**config.mk**
```make
export PLATFORM = sky130hd
export DESIGN_NAME = fifo_drain
export DESIGN_NICKNAME = d
export VERILOG_FILES = /design/src/rtl/fifo_pkg.sv /design/src/rtl/fifo_drain_skid.sv /design/src/rtl/fifo_drain.sv
export SDC_FILE = /design/constraint.sdc
export NUM_CORES = 1
export LEC_CHECK = 0
export BUFFER_PORTS_ARGS = -buffer_cell sky130_fd_sc_hd__buf_2
export CAP_MARGIN = 40
export CORE_UTILIZATION = 50
export CTS_CLUSTER_SIZE = 14
export DETAILED_ROUTE_END_ITERATION = 10
export PLACE_DENSITY = 0.75
export SETUP_SLACK_MARGIN = 0.5
export SLEW_MARGIN = 20
export SYNTH_ARGS = -nofsm -noshare
export SYNTH_HDL_FRONTEND = slang
export SYNTH_SLANG_ARGS = --single-unit
```
**constraint.sdc**
```tcl
create_clock -name clk -period 1.8 [get_ports clk]
set_input_delay 0 -clock clk [delete_from_list [all_inputs] [get_ports clk]]
set_output_delay 0 -clock clk [all_outputs]
set_load 0.02 [all_outputs]
```
**src/rtl/fifo_pkg.sv**
```systemverilog
// Shared types and helpers for the 8-bit synchronous fifo and its read-side engines.
// Optional feature macro used by consumers: FIFO_DRAIN_PARITY_EN.
package fifo_pkg;

    localparam int unsigned FIFO_DATA_W = 8;
    localparam int unsigned FIFO_CNT_W  = 4;

    typedef enum logic {
        DRAIN_IDLE,
        DRAIN_ACTIVE
    } drain_state_t;

    // Odd parity bit: XOR of word and result is always 1 (zero-extension is harmless).
    function automatic logic odd_parity(input logic [63:0] word);
        return ~(^word);
    endfunction

endpackage

```
**src/rtl/fifo_drain_skid.sv**
```systemverilog
// Two-entry in-order skid buffer between the FIFO read port and the output stream.
// With FIFO_DRAIN_PARITY_EN defined each entry also carries an odd-parity bit.
module fifo_drain_skid
    import fifo_pkg::*;
#(
    parameter int unsigned DATA_W = FIFO_DATA_W
) (
    input  logic              clk,
    input  logic              rst_n,
    input  logic              push,
    input  logic [DATA_W-1:0] din,
    input  logic              pop,
    output logic [1:0]        occ,
    output logic              valid,
    output logic [DATA_W-1:0] dout
`ifdef FIFO_DRAIN_PARITY_EN
    ,
    output logic              dout_par
`endif
);

`ifdef FIFO_DRAIN_PARITY_EN
    localparam int unsigned ENT_W = DATA_W + 1;
`else
    localparam int unsigned ENT_W = DATA_W;
`endif

    logic [ENT_W-1:0] ent_in;
    logic [ENT_W-1:0] head;
    logic [ENT_W-1:0] tail;

`ifdef FIFO_DRAIN_PARITY_EN
    assign ent_in = {odd_parity(64'(din)), din};
`else
    assign ent_in = din;
`endif

    // head is always the oldest word; tail only holds a word when occ == 2.
    always_ff @(posedge clk or negedge rst_n) begin
        if (!rst_n) begin
            head <= '0;
            tail <= '0;
            occ  <= 2'd0;
        end else begin
            case (occ)
                2'd0: begin
                    if (push) begin
                        head <= ent_in;
                        occ  <= 2'd1;
                    end
                end
                2'd1: begin
                    if (push && pop) begin
                        head <= ent_in;
                    end else if (push) begin
                        tail <= ent_in;
                        occ  <= 2'd2;
                    end else if (pop) begin
                        occ  <= 2'd0;
                    end
                end
                2'd2: begin
                    if (pop) begin
                        head <= tail;
                        if (push) begin
                            tail <= ent_in;
                        end else begin
                            occ  <= 2'd1;
                        end
                    end
                end
                default: occ <= 2'd0;
            endcase
        end
    end

    assign valid = (occ != 2'd0);
    assign dout  = head[DATA_W-1:0];
`ifdef FIFO_DRAIN_PARITY_EN
    assign dout_par = head[DATA_W];
`endif

endmodule

```
**src/rtl/fifo_drain.sv**
```systemverilog
// Read-side drain engine: threshold/flush-triggered burst reads from the fifo into a
// valid/ready stream via a 2-entry skid buffer. FIFO_DRAIN_PARITY_EN adds m_parity.
module fifo_drain
    import fifo_pkg::*;
#(
    parameter int unsigned DATA_W = FIFO_DATA_W,
    parameter int unsigned CNT_W  = FIFO_CNT_W,
    parameter int unsigned THRESH = 4
) (
    input  logic              clk,
    input  logic              rst,
    input  logic              fifo_empty,
    input  logic [CNT_W-1:0]  fifo_cnt,
    input  logic [DATA_W-1:0] fifo_data,
    output logic              fifo_rd,
    input  logic              flush,
    output logic              m_valid,
    output logic [DATA_W-1:0] m_data,
    input  logic              m_ready,
    output logic              busy
`ifdef FIFO_DRAIN_PARITY_EN
    ,
    output logic              m_parity
`endif
);

    drain_state_t state;
    drain_state_t state_nxt;
    logic         inflight;
    logic [1:0]   occ;
    logic         pop;
    logic [2:0]   committed;
    logic         trigger;

    assign pop = m_valid && m_ready;

    // Words buffered or in flight after this cycle's pop; reads stop at 2 so the skid never overflows.
    assign committed = {1'b0, occ} + {2'b00, inflight} - {2'b00, pop};
    assign fifo_rd   = (state == DRAIN_ACTIVE) && !fifo_empty && (committed < 3'd2);

    assign trigger = (fifo_cnt >= CNT_W'(THRESH)) || (flush && !fifo_empty);

    always_comb begin
        state_nxt = state;
        case (state)
            DRAIN_IDLE: begin
                if (trigger) begin
                    state_nxt = DRAIN_ACTIVE;
                end
            end
            DRAIN_ACTIVE: begin
                if (fifo_empty && !inflight && !fifo_rd) begin
                    state_nxt = DRAIN_IDLE;
                end
            end
            default: state_nxt = DRAIN_IDLE;
        endcase
    end

    always_ff @(posedge clk or negedge rst) begin
        if (!rst) begin
            state    <= DRAIN_IDLE;
            inflight <= 1'b0;
        end else begin
            state    <= state_nxt;
            inflight <= fifo_rd;
        end
    end

    fifo_drain_skid #(
        .DATA_W (DATA_W)
    ) u_skid (
        .clk      (clk),
        .rst_n    (rst),
        .push     (inflight),
        .din      (fifo_data),
        .pop      (pop),
        .occ      (occ),
        .valid    (m_valid),
        .dout     (m_data)
`ifdef FIFO_DRAIN_PARITY_EN
        ,
        .dout_par (m_parity)
`endif
    );

    assign busy = (state == DRAIN_ACTIVE) || (occ != 2'd0) || inflight;

endmodule

```
---- Yosys cells after proc, flatten, opt, wreduce, memory -nomap -nowiden ----
Index checks and enable logic that the tools add are counted.
word-level totals
  register bits after elaboration ......... 20
  output and inout bits ................... 11
  bits of input ports ..................... 17
  logic and storage cells ................. 56
operators by class
  reduce and logical (&&, ||, !) cells .... 20
  add/subtract/negate cells ............... 2
  muxes and demuxes ....................... 18
  $lt $le $gt $ge ......................... 2
  equality and inequality tests ........... 8
  bitwise gates (word level) .............. 1
operator list
  cell                  number
  $mux W8               6
  $pmux W8 S3           1
  $pmux W8 S2           1
  $mux W2               6
  $ne A2 B2 Y1 const B  4
  $logic_and A1 B1 Y1   7
  $pmux W2 S3           1
  $reduce_and A5 Y1     1
  $ge A4 B3 Y1 const B  1
  $reduce_and A4 Y1     1
  $reduce_bool A2 Y1    2
  $add A2 B1 Y3         1
  $logic_not A1 Y1      3
  $logic_or A1 B1 Y1    3
  $lt A3 B2 Y1 const B  1
  $ne A3 B3 Y1 const B  1
  $reduce_and A3 Y1     1
  $reduce_bool A3 Y1    1
  $sub A3 B1 Y3         1
  $eq A2 B1 Y1 const B  1
  $eq A2 B2 Y1 const B  1
  $logic_not A2 Y1      1
  $mux W1               2
  $ne A2 B1 Y1 const B  1
  2 further kinds       2

---- Logic depth before layout (Yosys ltp) ----
  depth after elaboration ................. 9
  mapped depth ............................ 7
  mapped depth without buffers ............ 6

---- Hierarchy ----
A second synthesis with hierarchy kept.
unflattened totals
  cell total of the unflattened synthesis .. 72
  area total of the unflattened synthesis .. 1021.0 um2
modules (own cells, without submodules)
  module           cells each  area each (um2)  seq. area each (um2)  instances
  fifo_drain_skid  57          869.6            450.4                 1
  fifo_drain       15          151.4            50.0                  1

---- Worst setup path after synthesis ----
No wires, ideal clock.
  path kind ............................... reg-to-reg
  start ................................... reg u_skid.occ[1]
  end ..................................... reg inflight
  cell stages (with the launch flop) ...... 8
  required time ........................... 1.615 ns
  setup time .............................. 0.185 ns
  path slack .............................. -0.298 ns
  clock period less this slack ............ 2.098 ns
  path buffers ............................ 1
  arrival ................................. 1.913 ns
  cell sequence ........................... dfrtp_1 > buf_4 > nand3b_4 > inv_1 > o21ai_0 > fa_1 > xor2_1 > nor3_1
on the way
  word-level cells in the longest chain between the ends .. 5
  elaborated cells between the ends (all ways) .. 6
  those cells by class .................... add/sub: 2; order compare: 1; reduce/logical: 3
RTL lines
  element                                                                RTL line               RTL
  from (decl)                                                            fifo_drain_skid.sv:13  output logic [1:0] occ,
  from (signal assigned)                                                 fifo_drain_skid.sv:43  occ <= 2'd0;
  from (signal assigned)                                                 fifo_drain_skid.sv:49  occ <= 2'd1;
  from (signal assigned)                                                 fifo_drain_skid.sv:57  occ <= 2'd2;
  parallel branches: the longest is 2 deep, another holds $add A2 B1 Y3  -
  $sub A3 B1 Y3 (*)                                                      fifo_drain.sv:38       assign committed = {1'b0, occ} + {2'b00, inflight} - {2'b00, pop};
  $lt A3 B2 Y1 (*)                                                       fifo_drain.sv:39       assign fifo_rd = (state == DRAIN_ACTIVE) && !fifo_empty && (committed < 3'd2);
  $logic_and A1 B1 Y1 (*)                                                fifo_drain.sv:39
  named net fifo_rd                                                      fifo_drain.sv:15       output logic fifo_rd,
  to (signal assigned)                                                   fifo_drain.sv:66       inflight <= fifo_rd;
  to (decl)                                                              fifo_drain.sv:29       logic inflight;
Mark *: on every way through the listed nets, which the timed path passes.
A chain may end at the register's enable or synchronous reset.

---- Final worst setup path ----
  start ................................... reg u_skid.occ[0]
  end ..................................... out fifo_rd
on the way
  word-level cells in the longest chain between the ends .. 5
  elaborated cells between the ends (all ways) .. 6
  those cells by class .................... add/sub: 2; order compare: 1; reduce/logical: 3
RTL lines
  element                                                                RTL line
  parallel branches: the longest is 2 deep, another holds $add A2 B1 Y3  -
  $sub A3 B1 Y3 (*)                                                      fifo_drain.sv:38
  $lt A3 B2 Y1 (*)                                                       fifo_drain.sv:39
  $logic_and A1 B1 Y1 (*)                                                fifo_drain.sv:39
  to (decl)                                                              fifo_drain.sv:15
Every way passes the cells marked *.

==> results_dict.tcl <==
set metrics [dict create \
    final-setup-viol-count 5 \
    design_power_total_uw 2500 \
    hold_viol_final 0 \
    clock_tree.buffer_depth 2 \
    gp_routability_congestion 0.686 \
    ir_worst_vdd_uv 985 \
    ys_dominant_reg_cell "sky130_fd_sc_hd__dfrtp_1" \
    io_pins 28 \
    dp_slack_ns 0.0491 \
    ys_warn_count 0 \
    slew_headroom_pct 70.0 \
    finish.cell_count_without_fillers 149 \
    synth.net_count 88 \
    maximum_number_of_pins_on_one_net_before_global_route_repair 21 \
    io_buffers 25 \
    max_slew.worst_pin.slew_ns 0.450 \
    timing.critical_path.required_ns 1.80 \
    number_of_distinct_standard_cells_referenced_by_the_synthesized_netlist 23 \
    fin_util_pct 86.3 \
    yosysSeqAreaShare_pct 50.4 \
    failed_checks "negative setup slack" \
    count_of_flip_flops_with_a_built_in_enable_after_synthesis 0 \
    number_of_antenna_violations_at_the_first_check_in_global_routing 0 \
    initial_util_pct 55.1 \
    drive_gt1_share_pct 66.1 \
    floorplan.die_area_um2 2170 \
    unrepaired_setup_endpoints_after_global_routing "true" \
    grt_first_pass_wirelength_mm 3.55 \
    num_antenna_cells 0 \
    worstSetupEndpointType "output port" \
    grt_remaining_overflow 0 \
    first_iter_violations 20 \
    cts_tree "built" \
    critical_path.startpoint_type "register" \
    clock-sinks 20 \
    power_per_cell_area_nw_per_um2 1610 \
    clock.fmax_mhz 488 \
    groute.usage.overall_pct 24.8 \
    postSynthCellCount 70 \
    die_width_um 46.5 \
    layout.nets 144 \
    number_of_synthesized_register_bits 20 \
    slew_viol_final 0 \
    syn_area_um2 992 \
    clkLatencyLatePin_ns 0.31 \
    skew_ns 0.00524 \
    placeableCoreArea_um2 1800 \
    worst_ep_arrival_time_ns 2.05 \
    finalWorstSetupSlack_ns -0.248 \
    placed_cells 119 \
    ant_nets 0 \
    via_per_inst 5.40 \
    peak_fanout_along_the_critical_path 3 \
    core.rowCount 15 \
    period_needed_ns 2.05 \
    hold_class "primary input to register" \
    route.detailed.drc 0 \
    cts_root_buffer "sky130_fd_sc_hd__clkbuf_4" \
    crit_type "register to output port" \
    leakage_uw 0.000771 \
    syn_area_per_cell_um2 14.2 \
    synthToLayoutAreaGrowth_pct 56.7 \
    mostFrequentLayoutCells "22 x sky130_fd_sc_hd__mux2_4, 22 x sky130_fd_sc_hd__buf_2, 18 x sky130_fd_sc_hd__dfrtp_1" \
    detail_route.wirelength_mm 2.77 \
    run_status "complete, but fails checks" \
    first_global_vias 770 \
    ys_async_sr_fraction_pct 100 \
    clkTransAtPathRegs_ns 0.11 \
    route.detailed.wl_per_inst_um 18.6 \
    die-height_um 46.5 \
    number_of_maximum_capacitance_violations 0 \
    htree_num_levels 1 \
    post-route-period-util_pct 114 \
    dr_total_vias 804 \
    detailed_place_hpwl_mm 1.29 \
    fillerInstances 84 \
    cts_made_buffers 3 \
    drt-pass1-iter-count 4 \
]
[where the power goes]
part	leakage [µW]	switching [µW]	total, µW	internal, µW
Clock	0.0000138	134	212	78.3
Sequential	0.000238	162	834	671
Combinational	0.000519	623	1450	829
[logic make-up after synthesis]
group | Yosys count | synth area share (%)
flip-flops | 20 | 50.4
adder cells (fa/ha/maj) | 1 | 2.02
XOR/XNOR | 2 | 1.77
AO/OA/AOI/OAI | 8 | 6.68
multiplexers | 24 | 28.8
AND/OR/NAND/NOR | 8 | 6.18
buffers and inverters | 7 | 4.16
[flip-flops by register name, indices dropped and copies added (netlist names)]
name,flops
u_skid.tail,8
u_skid.occ,2
inflight,1
state,1
u_skid.dout,8
[Yosys cell counts (2+ instances only)]
| master | number | area [µm²] |
|---|---|---|
| sky130_fd_sc_hd__buf_4 | 2 | 15.0 |
| sky130_fd_sc_hd__mux2_2 | 20 | 225 |
| sky130_fd_sc_hd__o21ai_0 | 3 | 15.0 |
| sky130_fd_sc_hd__mux2_4 | 4 | 60.1 |
| sky130_fd_sc_hd__dfrtp_1 | 20 | 500 |
| sky130_fd_sc_hd__inv_1 | 3 | 11.3 |
| sky130_fd_sc_hd__nor2b_1 | 2 | 12.5 |
[timing repair]
item                                    4_1_cts  5_1_grt
hold buffers                                 13        0
gates resized for setup                       9       18
endpoints found under the setup margin       20       21
pin swaps                                     4        4
hold endpoints to repair                     30        0
buffers inserted                              9        5
[through the flow]
step | cell area (µm²) | TNS (ns) | hold WS, ns
after floorplan | 1060 | 0 | -0.296
after global placement | 1200 | 0 | -0.0359
after detailed placement | 1200 | 0 | -0.0274
after CTS | 1460 | -0.162 | 0.0201
after global routing | 1560 | -0.553 | 0.0663
final | 1560 | -0.258 | 0.0701
[final timing paths]
kind | to | startpoint | cells past startpoint | slack (ns)
setup / recovery | fifo_rd | u_skid.occ[0]$_DFFE_PN0P_ | 6 | -0.25
hold / removal | state$_DFF_PN0_ | flush | 3 | 0.07
setup reg to reg | u_skid.dout[5]$_DFFE_PN0P_ | u_skid.occ[0]$_DFFE_PN0P_ | 7 | 0
hold reg to reg | u_skid.dout[6]$_DFFE_PN0P_ | u_skid.dout[6]$_DFFE_PN0P_ | 1 | 0.52
max in group asynchronous | u_skid.occ[1]$_DFFE_PN0P_ | rst | 2 | 1.30
min in group asynchronous | state$_DFF_PN0_ | rst | 2 | 0.16
[per-layer routing]
layer | global-route usage [%] | vias up | wire length (µm)
met4 | 7.65 | 0 | 84
met1 | 28.7 | 405 | 1180
met2 | 43.6 | 31 | 1360
met5 | 0 | - | 0
li1 | - | 357 | -
met3 | 7.06 | 11 | 146
[critical path, cell delays in order, from the launching register on]
cell,delay (ns)
sky130_fd_sc_hd__dfrtp_1,0.42
sky130_fd_sc_hd__nor2b_4,0.24
sky130_fd_sc_hd__o21ai_2,0.10
sky130_fd_sc_hd__fa_2,0.53
sky130_fd_sc_hd__nand2_2,0.07
sky130_fd_sc_hd__nor3_4,0.23
sky130_fd_sc_hd__buf_6,0.15
[area by class of cell]
cell class | count | area, µm² | share of cell area [%]
flip-flops and latches | 20 | 503 | 32.3
clock buffers | 3 | 22.5 | 1.45
repair buffers | 54 | 425 | 27.4
inverters | 4 | 17.5 | 1.13
multi-input cells | 43 | 556 | 35.7
well taps | 25 | 31.3 | 2.01
(Power assumes the default switching activity.)
